<file path="config.mk">
export PLATFORM = sky130hd
export DESIGN_NAME = fetch_stage_flat
export DESIGN_NICKNAME = d
export VERILOG_FILES = /design/src/rtl/fetch_stage_pkg.sv /design/src/rtl/fetch_stage_if.sv /design/src/rtl/fetch_stage_skid_buf.sv /design/src/rtl/fetch_stage.sv /design/src/flat_wrapper.sv
export SDC_FILE = /design/constraint.sdc
export NUM_CORES = 1
export LEC_CHECK = 0
export ABC_AREA = 0
export BUFFER_PORTS_ARGS = -buffer_cell sky130_fd_sc_hd__buf_2
export CAP_MARGIN = 20
export CORE_ASPECT_RATIO = 0.5
export CORE_UTILIZATION = 51
export CTS_BUF_LIST = sky130_fd_sc_hd__clkbuf_4
export CTS_CLUSTER_SIZE = 16
export DETAILED_ROUTE_END_ITERATION = 7
export HOLD_SLACK_MARGIN = 0.1
export PLACE_DENSITY = 0.8
export SLEW_MARGIN = 0
export SYNTH_ARGS = -nofsm -noshare
export SYNTH_HDL_FRONTEND = slang
export SYNTH_SLANG_ARGS = --single-unit
</file>
<file path="constraint.sdc">
create_clock -name clk -period 5.4 [get_ports clk]
set_input_delay 0.54 -clock clk [delete_from_list [all_inputs] [get_ports clk]]
set_output_delay 0.54 -clock clk [all_outputs]
set_load 0.005 [all_outputs]
</file>
<file path="src/rtl/fetch_stage_pkg.sv">
// Shared constants for the minuteCore fetch stage: default widths, reset PC,
// FSM state encodings and the instruction stride.
package fetch_stage_pkg;
  localparam int unsigned ADDR_W_DEF   = 32;
  localparam int unsigned INSTR_W_DEF  = 32;
  localparam logic [31:0] RESET_PC_DEF = 32'h0000_0000;
  localparam int unsigned PC_STRIDE    = 4;

  localparam logic [1:0] ST_IDLE = 2'd0;
  localparam logic [1:0] ST_REQ  = 2'd1;
  localparam logic [1:0] ST_RESP = 2'd2;
endpackage

</file>
<file path="src/rtl/fetch_stage_if.sv">
// Fetch-stage bus bundle: decode-side outputs, stall/flush controls and the
// instruction-memory read port. master = fetch stage, slave = its environment.
interface fetch_stage_if import fetch_stage_pkg::*; #(
  parameter int unsigned ADDR_W  = ADDR_W_DEF,
  parameter int unsigned INSTR_W = INSTR_W_DEF
);
  logic [ADDR_W-1:0]  PC;
  logic [INSTR_W-1:0] instr;
  logic               pipeline_valid;
  logic               mem_rd_enable;
  logic [ADDR_W-1:0]  mem_rd_addr;
  logic               mem_rd_ready;
  logic [INSTR_W-1:0] mem_rd_data;
  logic               stall;
  logic               flush;
  logic [ADDR_W-1:0]  flush_addr;

  modport master (
    output PC, instr, pipeline_valid, mem_rd_enable, mem_rd_addr,
    input  mem_rd_ready, mem_rd_data, stall, flush, flush_addr
  );

  modport slave (
    input  PC, instr, pipeline_valid, mem_rd_enable, mem_rd_addr,
    output mem_rd_ready, mem_rd_data, stall, flush, flush_addr
  );
endinterface

</file>
<file path="src/rtl/fetch_stage_skid_buf.sv">
// One-entry {addr,data} holding register for a word that completes while decode
// is stalled. Clear wins over load, load wins over pop.
module fetch_skid_buf import fetch_stage_pkg::*; #(
  parameter int unsigned ADDR_W  = ADDR_W_DEF,
  parameter int unsigned INSTR_W = INSTR_W_DEF
) (
  input  logic               clk,
  input  logic               reset,
  input  logic               i_load,
  input  logic               i_pop,
  input  logic               i_clear,
  input  logic [ADDR_W-1:0]  i_addr,
  input  logic [INSTR_W-1:0] i_data,
  output logic               o_full,
  output logic [ADDR_W-1:0]  o_addr,
  output logic [INSTR_W-1:0] o_data
);
  logic               r_full;
  logic [ADDR_W-1:0]  r_addr;
  logic [INSTR_W-1:0] r_data;

  always_ff @(posedge clk or negedge reset) begin
    if (!reset) begin
      r_full <= 1'b0;
      r_addr <= '0;
      r_data <= '0;
    end else if (i_clear) begin
      r_full <= 1'b0;
    end else if (i_load) begin
      r_full <= 1'b1;
      r_addr <= i_addr;
      r_data <= i_data;
    end else if (i_pop) begin
      r_full <= 1'b0;
    end
  end

  assign o_full = r_full;
  assign o_addr = r_addr;
  assign o_data = r_data;
endmodule

</file>
<file path="src/rtl/fetch_stage.sv">
// minuteCore instruction fetch: one single-beat read at a time, stall skid buffer,
// flush redirect. Define FETCH_TRACE_EN for a simulation-only delivery trace.
module fetch_stage import fetch_stage_pkg::*; #(
  parameter int unsigned       ADDR_W   = ADDR_W_DEF,
  parameter int unsigned       INSTR_W  = INSTR_W_DEF,
  parameter logic [ADDR_W-1:0] RESET_PC = ADDR_W'(RESET_PC_DEF)
) (
  input logic           clk,
  input logic           reset,
  fetch_stage_if.master bus
);
  logic [1:0]         r_state;
  logic [ADDR_W-1:0]  r_fetch_ptr;
  logic [ADDR_W-1:0]  r_pc;
  logic [INSTR_W-1:0] r_instr;
  logic               r_valid;

  logic               w_accept;
  logic               w_deliver;
  logic               w_skid_full;
  logic [ADDR_W-1:0]  w_skid_addr;
  logic [INSTR_W-1:0] w_skid_data;
  logic [ADDR_W-1:0]  w_dlv_addr;
  logic [INSTR_W-1:0] w_dlv_data;

  // A flush in the same cycle as ready cancels the beat outright.
  assign w_accept  = (r_state == ST_REQ) && bus.mem_rd_ready && !bus.flush;
  // Skid and a fresh accept are exclusive: REQ is entered only with the skid empty.
  assign w_deliver = !bus.flush && !bus.stall && (w_skid_full || w_accept);
  assign w_dlv_addr = w_skid_full ? w_skid_addr : r_fetch_ptr;
  assign w_dlv_data = w_skid_full ? w_skid_data : bus.mem_rd_data;

  fetch_skid_buf #(.ADDR_W(ADDR_W), .INSTR_W(INSTR_W)) u_skid (
    .clk     (clk),
    .reset   (reset),
    .i_load  (w_accept && bus.stall),
    .i_pop   (w_skid_full && !bus.stall && !bus.flush),
    .i_clear (bus.flush),
    .i_addr  (r_fetch_ptr),
    .i_data  (bus.mem_rd_data),
    .o_full  (w_skid_full),
    .o_addr  (w_skid_addr),
    .o_data  (w_skid_data)
  );

  always_ff @(posedge clk or negedge reset) begin
    if (!reset) begin
      r_state     <= ST_IDLE;
      r_fetch_ptr <= RESET_PC;
      r_pc        <= '0;
      r_instr     <= '0;
      r_valid     <= 1'b0;
    end else if (bus.flush) begin
      r_state     <= ST_IDLE;
      r_fetch_ptr <= bus.flush_addr;
      r_valid     <= 1'b0;
    end else begin
      case (r_state)
        ST_IDLE: if (!bus.stall && !w_skid_full) r_state <= ST_REQ;
        ST_REQ: begin
          if (bus.mem_rd_ready) begin
            r_state     <= ST_RESP;
            r_fetch_ptr <= r_fetch_ptr + ADDR_W'(PC_STRIDE);
          end
        end
        ST_RESP: r_state <= ST_IDLE;
        default: r_state <= ST_IDLE;
      endcase
      // Decode-facing outputs freeze entirely while stalled.
      if (!bus.stall) begin
        r_valid <= w_deliver;
        if (w_deliver) begin
          r_pc    <= w_dlv_addr;
          r_instr <= w_dlv_data;
        end
      end
    end
  end

  assign bus.mem_rd_enable  = (r_state == ST_REQ);
  assign bus.mem_rd_addr    = r_fetch_ptr;
  assign bus.PC             = r_pc;
  assign bus.instr          = r_instr;
  assign bus.pipeline_valid = r_valid;

`ifdef FETCH_TRACE_EN
  always @(posedge clk) begin
    if (reset && w_deliver) $display("FETCH PC=%h INSTR=%h", w_dlv_addr, w_dlv_data);
  end
`endif
endmodule

</file>
<file path="src/flat_wrapper.sv">
// flat-port wrapper written by rule: the top's interface ports become plain ports
module fetch_stage_flat import fetch_stage_pkg::*;
#(
  parameter int unsigned       ADDR_W   = ADDR_W_DEF,
  parameter int unsigned       INSTR_W  = INSTR_W_DEF,
  parameter logic [ADDR_W-1:0] RESET_PC = ADDR_W'(RESET_PC_DEF)
)
  (clk, reset, bus_PC, bus_instr, bus_pipeline_valid, bus_mem_rd_enable, bus_mem_rd_addr, bus_mem_rd_ready, bus_mem_rd_data, bus_stall, bus_flush, bus_flush_addr);
  fetch_stage_if #(.ADDR_W(ADDR_W), .INSTR_W(INSTR_W)) bus_i ();
  input logic clk;
  input logic reset;
  output wire logic [$bits(bus_i.PC)-1:0] bus_PC;
  output wire logic [$bits(bus_i.instr)-1:0] bus_instr;
  output wire logic [$bits(bus_i.pipeline_valid)-1:0] bus_pipeline_valid;
  output wire logic [$bits(bus_i.mem_rd_enable)-1:0] bus_mem_rd_enable;
  output wire logic [$bits(bus_i.mem_rd_addr)-1:0] bus_mem_rd_addr;
  input wire logic [$bits(bus_i.mem_rd_ready)-1:0] bus_mem_rd_ready;
  input wire logic [$bits(bus_i.mem_rd_data)-1:0] bus_mem_rd_data;
  input wire logic [$bits(bus_i.stall)-1:0] bus_stall;
  input wire logic [$bits(bus_i.flush)-1:0] bus_flush;
  input wire logic [$bits(bus_i.flush_addr)-1:0] bus_flush_addr;
  assign bus_PC = bus_i.PC;
  assign bus_instr = bus_i.instr;
  assign bus_pipeline_valid = bus_i.pipeline_valid;
  assign bus_mem_rd_enable = bus_i.mem_rd_enable;
  assign bus_mem_rd_addr = bus_i.mem_rd_addr;
  assign bus_i.mem_rd_ready = bus_mem_rd_ready;
  assign bus_i.mem_rd_data = bus_mem_rd_data;
  assign bus_i.stall = bus_stall;
  assign bus_i.flush = bus_flush;
  assign bus_i.flush_addr = bus_flush_addr;
  fetch_stage #(.ADDR_W(ADDR_W), .INSTR_W(INSTR_W), .RESET_PC(RESET_PC)) u_core (.clk(clk), .reset(reset), .bus(bus_i));
endmodule
</file>
* Yosys cells after proc, flatten, opt, wreduce, memory -nomap -nowiden *
Index checks and enable logic that the tools add are counted.

storage, ports and cells
  bits in registers = 164
  input bits = 69
  output and inout port bits = 98
  word-level logic and storage cells = 49

operators by class
  $add $sub $neg = 1
  eq/ne operators = 4
  multiplexer cells = 14
  bitwise logic cells = 2
  reduce and logical (&&, ||, !) cells = 20

operators by type and width
  cell                   number
  $mux 32                5
  $add 32x3->32 const B  1
  $logic_and 1x1->1      8
  $mux 2                 3
  $reduce_and 2->1       3
  $mux 1                 5
  $pmux 2 s2             1
  $reduce_bool 2->1      2
  $logic_not 1->1        3
  $ne 3x1->1 const B     1
  $ne 3x2->1 const B     1
  $reduce_and 3->1       1
  $reduce_bool 3->1      1
  $eq 2x1->1 const B     1
  $logic_not 2->1        1
  $ne 2x1->1 const B     1
  $not 1->1              2
  $logic_or 1x1->1       1

* Longest topological paths before layout *
  word-level depth = 7
  mapped depth = 8
  gate-level depth less buffers = 5

* Hierarchy *
Synthesis repeated with hierarchy kept, for this count alone.

second synthesis, totals
  cells, all modules = 646
  area, all modules = 7,639.8 µm²

modules (own cells, without submodules)
  module          times used  cells each  area an instance (µm²)  sequential area each (µm²)
  fetch_stage     1           506         4,898.4                 2,477.4
  fetch_skid_buf  1           140         2,741.4                 1,626.6

* Worst setup path before layout *
OpenSTA, ideal clock, no wires.

  path kind = in2reg
  start = input bus_flush
  end = register u_core.u_skid.r_data[13] (netlist: u_core.u_skid.o_data[13])
  setup time = 0.125 ns
  data arrival time = 1.980 ns
  data required time = 5.275 ns
  slack = 3.295 ns
  cell stages on the path = 6
  buffers on the path = 2
  cells stage by stage = clkbuf_1 > clkinv_1 > nand2_1 > nor2_1 > clkbuf_1 > mux2_2

on the way
  cells in the longest elaborated chain, start to end = 4
  elaborated cells on any way between the ends = 5
  classes of those cells = bitwise: 1; reduce/logical: 4

RTL lines
  element                              line                        source
  start: declaration                   flat_wrapper.sv:20          input wire logic [$bits(bus_i.flush)-1:0] bus_flush;
  $logic_not 1->1                      fetch_stage.sv:27           assign w_accept = (r_state == ST_REQ) && bus.mem_rd_ready && !bus.flush;
  $logic_and 1x1->1                    fetch_stage.sv:27
  $logic_and 1x1->1                    fetch_stage.sv:36           .i_load (w_accept && bus.stall),
  $reduce_and 2->1 (no source line) *  n/a
  end signal: assignment               fetch_stage_skid_buf.sv:32  r_data <= i_data;
  end: declaration                     fetch_stage_skid_buf.sv:20  logic [INSTR_W-1:0] r_data;

Mark *: on every way between the ends. The rest lies on a longest branch, timed or not.
A chain may end at the register's enable or synchronous reset.

* Final worst setup path *
  start = input bus_flush
  end = register u_core.u_skid.r_data[19] (netlist: u_core.u_skid.o_data[19])

Same word-level chain as after synthesis.

==> metrics.md <==
| Metric | Value |
|---|---|
| Post-synth top flop | dfrtp_1 |
| Final hold violations | 0 |
| Vias per std cell | 5.35 |
| Die height | 86.5 um |
| Slew headroom | 39.6% |
| Worst Skew | 0.0243 ns |
| Clk slew on worst S/H paths | 0.13 ns |
| Storage element area | 4110 sq um |
| Worst Hold Endpoint | u_core.bus.mem_rd_addr[8] |
| CTS sink cnt | 164 |
| Leak | 3.85 nW |
| First-pass GRT wire length | 24,900 um |
| Finish-stage setup viols | 0 |
| Count leader, synth | dfrtp_1 |
| Vias in the first global route | 4,991 |
| CTS H-tree depth | 4 |
| CORE AREA | 13,700 sq um |
| Worst setup SP type | primary input |
| Total CTS buffers | 17 |
| Critical path fanouts, max | 37 |
| Register area share after synthesis | 56.4% |
| Row Count | 30 |
| Top cells by count, synth | 164 x dfrtp_1, 89 x nand2_1, 79 x o21ai_0, 66 x mux2_2, 65 x mux2i_1 |
| Leading area contributor after synthesis | dfrtp_1 |
| R2R cell count | 4 |
| Power per cell area | 353 nW/um^2 |
| CTS Root Cell | clkbuf_4 |
| Flop2flop setup slack | 2.79 ns |
| Tcrit/Tclk final | 54.6% |
| # fillers | 1,113 |
| Hold Path Class | primary input to register |
| Port buffer count | 166 |
| CTS resizes | 0 |
| Initial core utilization | 53.0% |
| Critical path launch point | bus_flush |
| Hold_sp | bus_flush_addr[8] |
| Die area | 14,800 sq um |
| CTS Buffer Depth | 2 |
| Layout cell share with drive strength beyond 1 | 34.3% |
| Crit path kind | primary input to register |
| Post-layout util | 62.2% |
| Post-synth top area share | 56.4% |
| Drt drc | 0 |
| Via count | 5,333 |
| Worst VDD drop | 134 uV |
| Ys async rst share | 100% |
| Setup TNS | 0 ns |
| Antenna Violating Nets Remaining | 0 |
| Nets | 859 |
| HPWL after DPL | 10,400 um |
| Crit Reg-Reg Startpoint | u_core.bus.mem_rd_addr[4] |
| Total Wirelength | 15,500 um |
| RR Endpoint | u_core.bus.mem_rd_addr[17] |
| WL/cell | 15.6 um |
| Mapped Area | 7270 sq um |
| Post-CTS Setup Bufs | 0 |
| Fmax | 339 MHz |
| Number of synthesized flops with an enable pin | 0 |
| GPL Wtd Cong | 0.786 |
| Critical path required time | 5.80 ns |
| Iter 0 DRT Violations | 254 |
| Syn_nets | 713 |
| Synth warn | 0 |
| Skew-Pair Late Insertion Delay | 0.53 ns |
| Drt pass-1 iters | 4 |
| Pin count of the biggest net entering global routing | 122 |
| Count of different cell masters after synthesis | 37 |
| Worst path arrival time | 3.35 ns |
| Mapped Cells | 643 |
| Top post-synthesis cells by area | dfrtp_1 56%, mux2_2 10%, mux2i_1 8.9% |
| Max_cap viols | 0 |
| Grt ovf | 0 |
| RSZ-0062 raised after global routing | no |
| Status | completed |
| Post-synthesis register bit count | 164 |
| CP Capture Type | register |
| CTS tree | done |
| Tot GR Track Use | 21.4% |
| Die width | 171 um |
| Slew Limit Fails | 0 |
| Syn Area/Cell | 11.3 sq um |
| P&R area growth vs syn | 17.4% |
| Period minus WS final | 2.95 ns |
| Hold Crit Depth | 3 |
| Slew @ Worst Pin | 0.901 ns |
| Area occupied by multi-input gates | 2980 sq um |
| I/O pins | 167 |
| Initial antenna violation count | 1 |
## flip-flops by register name, indices dropped and copies added, names as in the netlist
signal / cells
u_core.u_skid.o_addr: 32
u_core.u_skid.o_full: 1
u_core.bus.PC: 32
u_core.r_state: 2
u_core.bus.instr: 32
u_core.bus.mem_rd_addr: 32
u_core.bus.pipeline_valid: 1
u_core.u_skid.o_data: 32
## cells by family (layout without fill, tap and decap cells)
group           after synthesis  count (layout)  synth area share (%)
simple gates                169             169                  11.3
flops                       164             164                  56.4
mux                         131             131                  19.2
compound gates              114             114                  8.72
buf+inv                      53             210                  2.89
xor+xnor                     11              11                  1.32
fa+ha+maj                     1               1                 0.172
other cells                   0               5                     0
## layout make-up
cell class,count,share of cell area [%]
antenna,5,0.146
clock buffer,18,1.58
clock inverter,12,1.36
inverter,7,0.308
multi-input combinational,426,34.9
sequential,164,48.1
tap,192,2.81
timing repair buffer,173,10.8
## metrics by stage
step	hold WS (ns)	cell area, sq um	setup slack, ns	cells	power (mW)
detailed placement	0.465	8220	1.94	959	2.36
finish	0.219	8540	2.45	997	3.02
global route	0.197	8540	2.23	997	3.21
global placement	0.455	8220	2.04	959	2.32
floorplan	0.244	7270	3.30	643	2.04
CTS	0.187	8470	2.51	989	3.04
## power by group
| part | total, mW | leakage, nW | internal (mW) | switching (mW) |
|---|---|---|---|---|
| sequential | 1.73 | 2.03 | 1.54 | 0.194 |
| combinational | 0.603 | 1.69 | 0.333 | 0.270 |
| clock | 0.685 | 0.128 | 0.267 | 0.417 |
| total | 3.02 | 3.85 | 2.14 | 0.881 |
## worst max-delay path, cell delays in order
cell	delay, ns
buf_2	0.27
clkinv_1	0.57
nand2_1	0.24
nor2_4	0.71
buf_4	0.57
mux2_2	0.40
## layer usage
metal	GRT usage, %	vias up	wire length, um
met5	0	-	0
met2	35.3	103	7470
met1	29.4	2627	7320
met3	3.33	15	553
met4	7.14	0	178
li1	-	2588	-
## how the worst max path moves through the flow
stage	end	cells after the start
2_1_floorplan	u_core.u_skid.o_data[13]	6
3_3_place_gp	u_core.u_skid.o_data[3]	6
3_5_place_dp	u_core.u_skid.o_data[24]	6
4_1_cts	u_core.u_skid.o_data[19]	6
5_1_grt	u_core.u_skid.o_addr[3]	6
6_report	u_core.u_skid.o_data[19]	6
## what timing repair did
action                     in CTS  in global routing
hold buffers                    0                  1
hold endpoints to repair        0                 23
setup endpoints to repair       0                  0
## cells in the final DEF (no fill, tap or decap), types with 4 or more instances in the layout
cell type,Yosys,final
o31ai_1,14,14
o21ai_0,79,79
nand3_1,10,10
dfrtp_1,164,163
clkinv_1,1,4
nor3_1,4,4
mux2_2,66,66
diode_2,0,5
nor2_1,22,21
buf_2,9,165
mux2i_1,65,65
and4_1,4,4
or4_1,15,15
clkinvlp_4,0,4
nand2_1,89,89
buf_4,0,4
nand4_1,9,9
clkbuf_4,0,18
inv_1,6,6
xnor2_1,8,8
a31oi_1,16,16
or3_1,4,4
Power figures use the tool's default switching activity.
